===== src/rtl/debounce_pkg.sv =====
// Shared state encoding and 12 MHz default timing for the pin debouncers.
// Defaults: 20 ms qualify window, 500 ms long-press hold.
package debounce_pkg;

  typedef enum logic {
    STABLE  = 1'b0,
    QUALIFY = 1'b1
  } deb_state_t;

  localparam int unsigned CLK_HZ            = 12_000_000;
  localparam int unsigned DEF_STABLE_CYCLES = CLK_HZ / 50;
  localparam int unsigned DEF_LONG_CYCLES   = CLK_HZ / 2;

endpackage


===== src/rtl/debounce_channel.sv =====
// One debounce lane: 2-flop synchroniser, qualify FSM, registered rise/fall pulses.
// clean follows a steady input 2+STABLE_CYCLES edges later; no backpressure.
// DEBOUNCE_LONGPRESS_EN adds a saturating hold counter driving long_press.
module debounce_channel
  import debounce_pkg::*;
#(
  parameter int unsigned STABLE_CYCLES = DEF_STABLE_CYCLES,
  parameter int unsigned LONG_CYCLES   = DEF_LONG_CYCLES,
  parameter logic        RESET_VAL     = 1'b0
) (
  input  logic clk,
  input  logic rst,
  input  logic noisy,
  output logic clean,
  output logic rise,
  output logic fall,
  output logic long_press
);

  localparam int unsigned CNT_W = $clog2(STABLE_CYCLES);
  localparam logic [CNT_W-1:0] CNT_MAX = CNT_W'(STABLE_CYCLES - 1);

  logic             sync1, sync2;
  deb_state_t       state, state_nxt;
  logic [CNT_W-1:0] count, count_nxt;
  logic             clean_nxt, rise_nxt, fall_nxt;

  always_ff @(posedge clk or posedge rst) begin
    if (rst) begin
      sync1 <= RESET_VAL;
      sync2 <= RESET_VAL;
    end else begin
      sync1 <= noisy;
      sync2 <= sync1;
    end
  end

  always_ff @(posedge clk or posedge rst) begin
    if (rst) begin
      state <= STABLE;
      count <= '0;
      clean <= RESET_VAL;
      rise  <= 1'b0;
      fall  <= 1'b0;
    end else begin
      state <= state_nxt;
      count <= count_nxt;
      clean <= clean_nxt;
      rise  <= rise_nxt;
      fall  <= fall_nxt;
    end
  end

  // Entering QUALIFY already counts the first differing sample.
  always_comb begin
    state_nxt = state;
    count_nxt = count;
    clean_nxt = clean;
    rise_nxt  = 1'b0;
    fall_nxt  = 1'b0;
    case (state)
      STABLE: begin
        if (sync2 != clean) begin
          state_nxt = QUALIFY;
          count_nxt = CNT_W'(1);
        end else begin
          count_nxt = '0;
        end
      end
      QUALIFY: begin
        if (sync2 == clean) begin
          state_nxt = STABLE;
          count_nxt = '0;
        end else if (count == CNT_MAX) begin
          clean_nxt = sync2;
          rise_nxt  = sync2;
          fall_nxt  = ~sync2;
          state_nxt = STABLE;
          count_nxt = '0;
        end else begin
          count_nxt = count + 1'b1;
        end
      end
      default: begin
        state_nxt = STABLE;
        count_nxt = '0;
      end
    endcase
  end

`ifdef DEBOUNCE_LONGPRESS_EN
  localparam int unsigned HOLD_W = $clog2(LONG_CYCLES + 1);
  localparam logic [HOLD_W-1:0] HOLD_MAX = HOLD_W'(LONG_CYCLES);

  logic [HOLD_W-1:0] hold;

  // Saturation at HOLD_MAX is what keeps long_press to one pulse per press.
  always_ff @(posedge clk or posedge rst) begin
    if (rst) begin
      hold       <= '0;
      long_press <= 1'b0;
    end else begin
      long_press <= 1'b0;
      if (!clean) begin
        hold <= '0;
      end else if (hold != HOLD_MAX) begin
        hold       <= hold + 1'b1;
        long_press <= (hold == HOLD_MAX - 1'b1);
      end
    end
  end
`else
  assign long_press = 1'b0;
`endif

endmodule


===== src/rtl/debouncer_bank.sv =====
// N_CH independent debounce lanes for raw sensor/button pins; per-lane latency
// 2+STABLE_CYCLES edges, no backpressure. DEBOUNCE_LONGPRESS_EN enables long_press.
module debouncer_bank
  import debounce_pkg::*;
#(
  parameter int unsigned N_CH          = 4,
  parameter int unsigned STABLE_CYCLES = DEF_STABLE_CYCLES,
  parameter int unsigned LONG_CYCLES   = DEF_LONG_CYCLES,
  parameter logic        RESET_VAL     = 1'b0
) (
  input  logic            clk,
  input  logic            rst,
  input  logic [N_CH-1:0] noisy,
  output logic [N_CH-1:0] clean,
  output logic [N_CH-1:0] rise,
  output logic [N_CH-1:0] fall,
  output logic [N_CH-1:0] long_press
);

  for (genvar i = 0; i < N_CH; i++) begin : g_ch
    debounce_channel #(
      .STABLE_CYCLES (STABLE_CYCLES),
      .LONG_CYCLES   (LONG_CYCLES),
      .RESET_VAL     (RESET_VAL)
    ) u_ch (
      .clk        (clk),
      .rst        (rst),
      .noisy      (noisy[i]),
      .clean      (clean[i]),
      .rise       (rise[i]),
      .fall       (fall[i]),
      .long_press (long_press[i])
    );
  end

endmodule


===== config.mk =====
export PLATFORM = sky130hd
export DESIGN_NAME = debouncer_bank
export DESIGN_NICKNAME = d
export VERILOG_FILES = /design/src/rtl/debounce_pkg.sv /design/src/rtl/debounce_channel.sv /design/src/rtl/debouncer_bank.sv
export SDC_FILE = /design/constraint.sdc
export NUM_CORES = 1
export LEC_CHECK = 0
export ABC_CLOCK_PERIOD_IN_PS = 3720
export CAP_MARGIN = 10
export CORE_MARGIN = 2
export CORE_UTILIZATION = 59
export DETAILED_ROUTE_END_ITERATION = 10
export HOLD_SLACK_MARGIN = 0.12
export PLACE_DENSITY = 0.81
export SLEW_MARGIN = 5
export SYNTH_ARGS = -nofsm -noshare
export SYNTH_HDL_FRONTEND = slang
export SYNTH_SLANG_ARGS = --single-unit

===== constraint.sdc =====
create_clock -name clk -period 3.72 [get_ports clk]
set_input_delay 0.372 -clock clk [delete_from_list [all_inputs] [get_ports clk]]
set_output_delay 0.372 -clock clk [all_outputs]
set_load 0.05 [all_outputs]

Word-level counts from Yosys, hierarchy flattened
Cells that the tools add are included.
Operators by class
  add/subtract/negate cells: 4
  equality and inequality tests: 12
  muxes and demuxes: 56
  bitwise gates (word level): 12
  reductions and logical operators: 4
Operators by type and width (number)
  two-way mux 18 bit: 8
  case mux 18 bit (2 select lines): 4
  adder 18 x 1 -> 18 bit (second input constant): 4
  equality test 18 bit (second input constant): 4
  two-way mux 1 bit: 40
  inverter 1 bit: 12
  AND reduction 3 bit: 4
  case mux 1 bit (2 select lines): 4
  equality test 1 bit: 4
  inequality test 1 bit: 4
Storage, ports and cells
  bits in registers: 96
  input bits: 6
  output and inout port bits: 16
  logic and storage cells: 116

Logic depth before layout (Yosys ltp)
  depth in word-level cells: 4
  mapped depth: 7
  depth with buffers taken out: 5

Hierarchy
A second synthesis with hierarchy kept.
Second synthesis, totals
  cell total of the unflattened synthesis: 444
  area total of the unflattened synthesis: 4574.4 um^2
Modules (own cells, without submodules)
  debounce_channel: times used 4, cells an instance 111, area each 1143.6 um^2, sequential area each 600.6 um^2

Worst setup path before layout
No wires, ideal clock.
  kind: register to register
  start: register g_ch[0].u_ch.count[0]
  end: register g_ch[0].u_ch.clean
  library setup time: 0.125 ns
  arrival: 1.834 ns
  required time: 3.595 ns
  setup slack: 1.761 ns
  stages on the path, launching flop included: 6
  path buffers: 0
  clock period less this slack: 1.959 ns
  path through: dfrtp_1 -> ha_1 -> nand3_2 -> or4_4 -> or3_4 -> mux2_4
Between the ends
  cells in the longest elaborated chain, start to end: 2
Ends and longest elaborated chain
  start, declared: line debounce_channel.sv:25  | logic [CNT_W-1:0] count, count_nxt;
  start signal, assigned: line debounce_channel.sv:47  | count <= count_nxt;
  equality test 18 bit: line debounce_channel.sv:74  | end else if (count == CNT_MAX) begin
  AND reduction 3 bit (no line)
  end signal, assigned: line debounce_channel.sv:48  | clean <= clean_nxt;
  end, declared: line debounce_channel.sv:14  | output logic clean,
Every way passes these cells.
A chain may end at the register's enable or synchronous reset.

Worst setup path after layout
  start: register g_ch[0].u_ch.count[0]
  end: register g_ch[0].u_ch.count[0]
Between the ends
  cells in the longest elaborated chain, start to end: 4
  elaborated cells between the ends (all ways): 5
  classes of those cells: add/sub: 1; eq/ne: 1; mux: 3
Ends and longest elaborated chain
  adder 18 x 1 -> 18 bit or equality test 18 bit (tied branches): line debounce_channel.sv:81, debounce_channel.sv:74
  two-way mux 18 bit *: line debounce_channel.sv:74
  two-way mux 18 bit *: line debounce_channel.sv:71  | if (sync2 == clean) begin
  case mux 18 bit (2 select lines) *: line debounce_channel.sv:61  | case (state)
  named net g_ch[0].u_ch.count_nxt[0]: line debounce_channel.sv:25
The timed path passes the listed nets; every way through them passes the cells marked *.

==> results.sh <==
export IMPL_drc_errors=0
export IMPL_routed_wirelength_um=8180
export IMPL_hpwl_um=5570
export IMPL_rsz0062_at_grt="false"
export IMPL_netlist_area_um2=4580
export IMPL_period_needed_ns=2.21
export IMPL_dieHeight_um=92.1
export IMPL_r2r_start="g_ch[0].u_ch.count[0]$_DFF_PP0_"
export IMPL_clockBufferDepth=2
export IMPL_min_path_type="reg -> reg"
export IMPL_nets=463
export IMPL_post_cts_resized=0
export IMPL_ctsHoldBuffers=0
export IMPL_r2r_cells=5
export IMPL_grt_pass1_vias=3132
export IMPL_placedCellCount=544
export IMPL_synth_main_ff_cell="dfrtp_1"
export IMPL_drive_gt1_share_pct=7.86
export IMPL_setup_viol=0
export IMPL_die_x_um=92.1
export IMPL_synth_edff_count=0
export IMPL_worst_path_stages=5
export IMPL_r2r_end="g_ch[0].u_ch.count[0]$_DFF_PP0_"
export IMPL_drv_slew=0
export IMPL_ant_nets=0
export IMPL_clock_latency_ns=0.38
export IMPL_routedWlPerCell_um=14.6
export IMPL_power_density_nw_per_um2=383
export IMPL_required_ns=3.94
export IMPL_cp_top_family="compound AO/OA/AOI/OAI gates"
export IMPL_path_cells="ha_1 -> nand3_2 -> or4_4 -> o21bai_2 -> o22ai_1"
export IMPL_htree_levels=3
export IMPL_cts_tree="done"
export IMPL_status="finished clean"
export IMPL_period_share_pct=59.5
export IMPL_port_buffers=17
export IMPL_ys_seq_elements=96
export IMPL_startpoint_type="register"
export IMPL_p_leak_nw=1.89
export IMPL_worst_pin_slew_ns=0.787
export IMPL_clock_sinks=96
export IMPL_rows=32
export IMPL_grt_pass1_wl_um=14300
export IMPL_fin_cells=560
export IMPL_worst_path_max_delay_cell="o21bai_2"
export IMPL_ioPinCount=22
export IMPL_vdd_drop_max_mv=0.204
export IMPL_start_util_pct=60.1
export IMPL_final_fill_count=595
export IMPL_ys_warn_count=0
export IMPL_viasPerCell=5.68
export IMPL_drt_iter0_markers=141
export IMPL_maxCapViolations=0
export IMPL_area_delta_synth_final_pct=8.07
export IMPL_gp_congestion=0.860
export IMPL_track_usage_pct=21.1
export IMPL_seq_area_frac_synth_pct=52.5
export IMPL_antenna_found_initial=0
export IMPL_num_vias=3183
export IMPL_cp_num_buf_inv=0
export IMPL_max_slew_margin_pct=47.5
export IMPL_fp_dieArea_um2=8480
export IMPL_cp_end_kind="register"
export IMPL_async_flop_share_pct=100
export IMPL_cts_buffers=9
export IMPL_overflow=0
export IMPL_antennaDiodeCount=0
export IMPL_crit_fanout=18
export IMPL_endpoint="g_ch[0].u_ch.count[0]$_DFF_PP0_"
export IMPL_drt_pass1_iter_count=4
export IMPL_fin_setup_tns_ns=0
export IMPL_cts_root_buffer="clkbuf_8"
export IMPL_avgSynthCellArea_um2=10.3
export IMPL_grt_max_degree=67
export IMPL_cp_arrival_ns=2.43
export IMPL_finClkSkew_ns=0.0200
export IMPL_max_freq_mhz=451
export IMPL_synthCells=444
export IMPL_finalHoldViolCount=0
export IMPL_postCtsSetupRepairBufs=0
export IMPL_ys_types=46
export IMPL_critical_path_class="reg -> reg"
export IMPL_coreArea_um2=7610
export IMPL_clk_pin_slew_ns=0.10
export IMPL_cpPeakStageDelay_ns=0.56
export IMPL_rrSetupSlack_ns=1.51
export IMPL_critPathLaunch="g_ch[0].u_ch.count[0]$_DFF_PP0_"
## cell type report
type	instances	area (µm²)	share of cell area [%]
inverter	18	70.1	1.42
multi-input combinational	308	1950	39.5
sequential	96	2400	48.6
tap	102	128	2.58
timing repair buffer	20	193	3.90
clock buffer	9	124	2.51
clock inverter	7	76.3	1.54
## registers in the layout, indices dropped and copies added, names as in the netlist
register	count
g_ch.u_ch.count	72
g_ch.u_ch.clean	4
g_ch.u_ch.fall	4
g_ch.u_ch.rise	4
g_ch.u_ch.state	4
g_ch.u_ch.sync1	4
g_ch.u_ch.sync2	4
## power breakdown
part	switching (W)	internal, W	total, W
sequential	0.0000224	0.00107	0.00109
clock	0.000382	0.000317	0.000699
combinational	0.0000753	0.0000303	0.000106
## routing by layer
layer,vias up,part of all wire (%),routed length (µm),track usage [%]
met2,72,49,4030,34.3
met4,0,2.4,197,11.2
met3,15,2.8,228,2.63
met5,-,0,0,0
met1,1546,45,3720,27.7
li1,1550,-,-,-
## cells in the mapped netlist (all sizes together) (2+ instances only)
master,count,area [µm²]
xnor2,40,350
mux2,4,48.8
nand2b,5,31.3
nor4bb,2,20.0
xor2,20,175
buf,22,153
o31ai,2,15.0
o21ai,8,40.0
and4,5,43.8
dfrtp,96,2400
nor4,23,144
nand2,16,60.1
nand4,25,163
a21oi,8,40.0
nor3,11,60.1
nand4b,2,17.5
or3,6,42.5
clkbuf,3,12.5
and2,6,37.5
o22ai,4,25.0
nor2,69,259
nand4bb,2,22.5
ha,4,50.1
nand3,26,140
o21bai,3,37.5
or4,5,48.8
inv,18,67.6
## logic make-up (layout without fill, tap and decap cells)
logic type / count (synthesis) / after routing / synth area share, %
AND/OR/NAND/NOR: 208 / 208 / 24.6
flip-flops: 96 / 96 / 52.5
XOR/XNOR: 60 / 60 / 11.5
buffers and inverters: 43 / 54 / 5.09
AO/OA/AOI/OAI: 27 / 27 / 3.86
multiplexers: 5 / 5 / 1.29
adder cells (fa/ha/maj): 4 / 4 / 1.09
other: 1 / 4 / 0.0820
## cell usage in the layout, fill, tap and decap left out, types with 2 or more instances in the layout
cell type,n
nand4_1,24
nor4bb_1,2
nor2_1,69
nand4bb_1,2
nand3_2,2
a21oi_1,8
or4_1,2
nand2b_1,5
clkbuf_8,9
clkdlybuf4s50_1,17
nor4_1,23
clkinvlp_4,2
o22ai_1,4
xor2_1,20
and2_1,6
o21ai_0,8
xnor2_1,40
or4_4,3
nor3_1,10
and4_1,5
dfrtp_1,96
o31ai_1,2
inv_6,3
or3_1,5
mux2_2,3
inv_1,17
nand2_1,16
conb_1,4
nand3_1,24
nand4b_1,2
buf_4,3
ha_1,4
## metrics by stage
stage	hold WS [ns]	util [%]	setup WS [ns]	total power [W]	cell area, µm²
CTS	0.356	65.0	1.52	0.00191	4940
global placement	0.335	62.4	1.59	0.00121	4740
finish	0.353	65.0	1.51	0.00189	4940
global route	0.375	65.0	1.33	0.00196	4940
detailed placement	0.336	62.4	1.50	0.00121	4740
floorplan	0.331	-	0.843	0.00119	4590
## worst min path at each step
stage          cells past startpoint                           end                          from  slack (ns)
6_report                           0  g_ch[1].u_ch.sync2$_DFF_PP0_  g_ch[1].u_ch.sync1$_DFF_PP0_        0.35
3_3_place_gp                       0  g_ch[1].u_ch.sync2$_DFF_PP0_  g_ch[1].u_ch.sync1$_DFF_PP0_        0.33
3_5_place_dp                       0  g_ch[1].u_ch.sync2$_DFF_PP0_  g_ch[1].u_ch.sync1$_DFF_PP0_        0.34
5_1_grt                            0  g_ch[1].u_ch.sync2$_DFF_PP0_  g_ch[1].u_ch.sync1$_DFF_PP0_        0.37
2_1_floorplan                      0  g_ch[0].u_ch.sync2$_DFF_PP0_  g_ch[0].u_ch.sync1$_DFF_PP0_        0.33
4_1_cts                            0  g_ch[1].u_ch.sync2$_DFF_PP0_  g_ch[1].u_ch.sync1$_DFF_PP0_        0.36
Note: power is estimated with default switching activity, not from simulation.
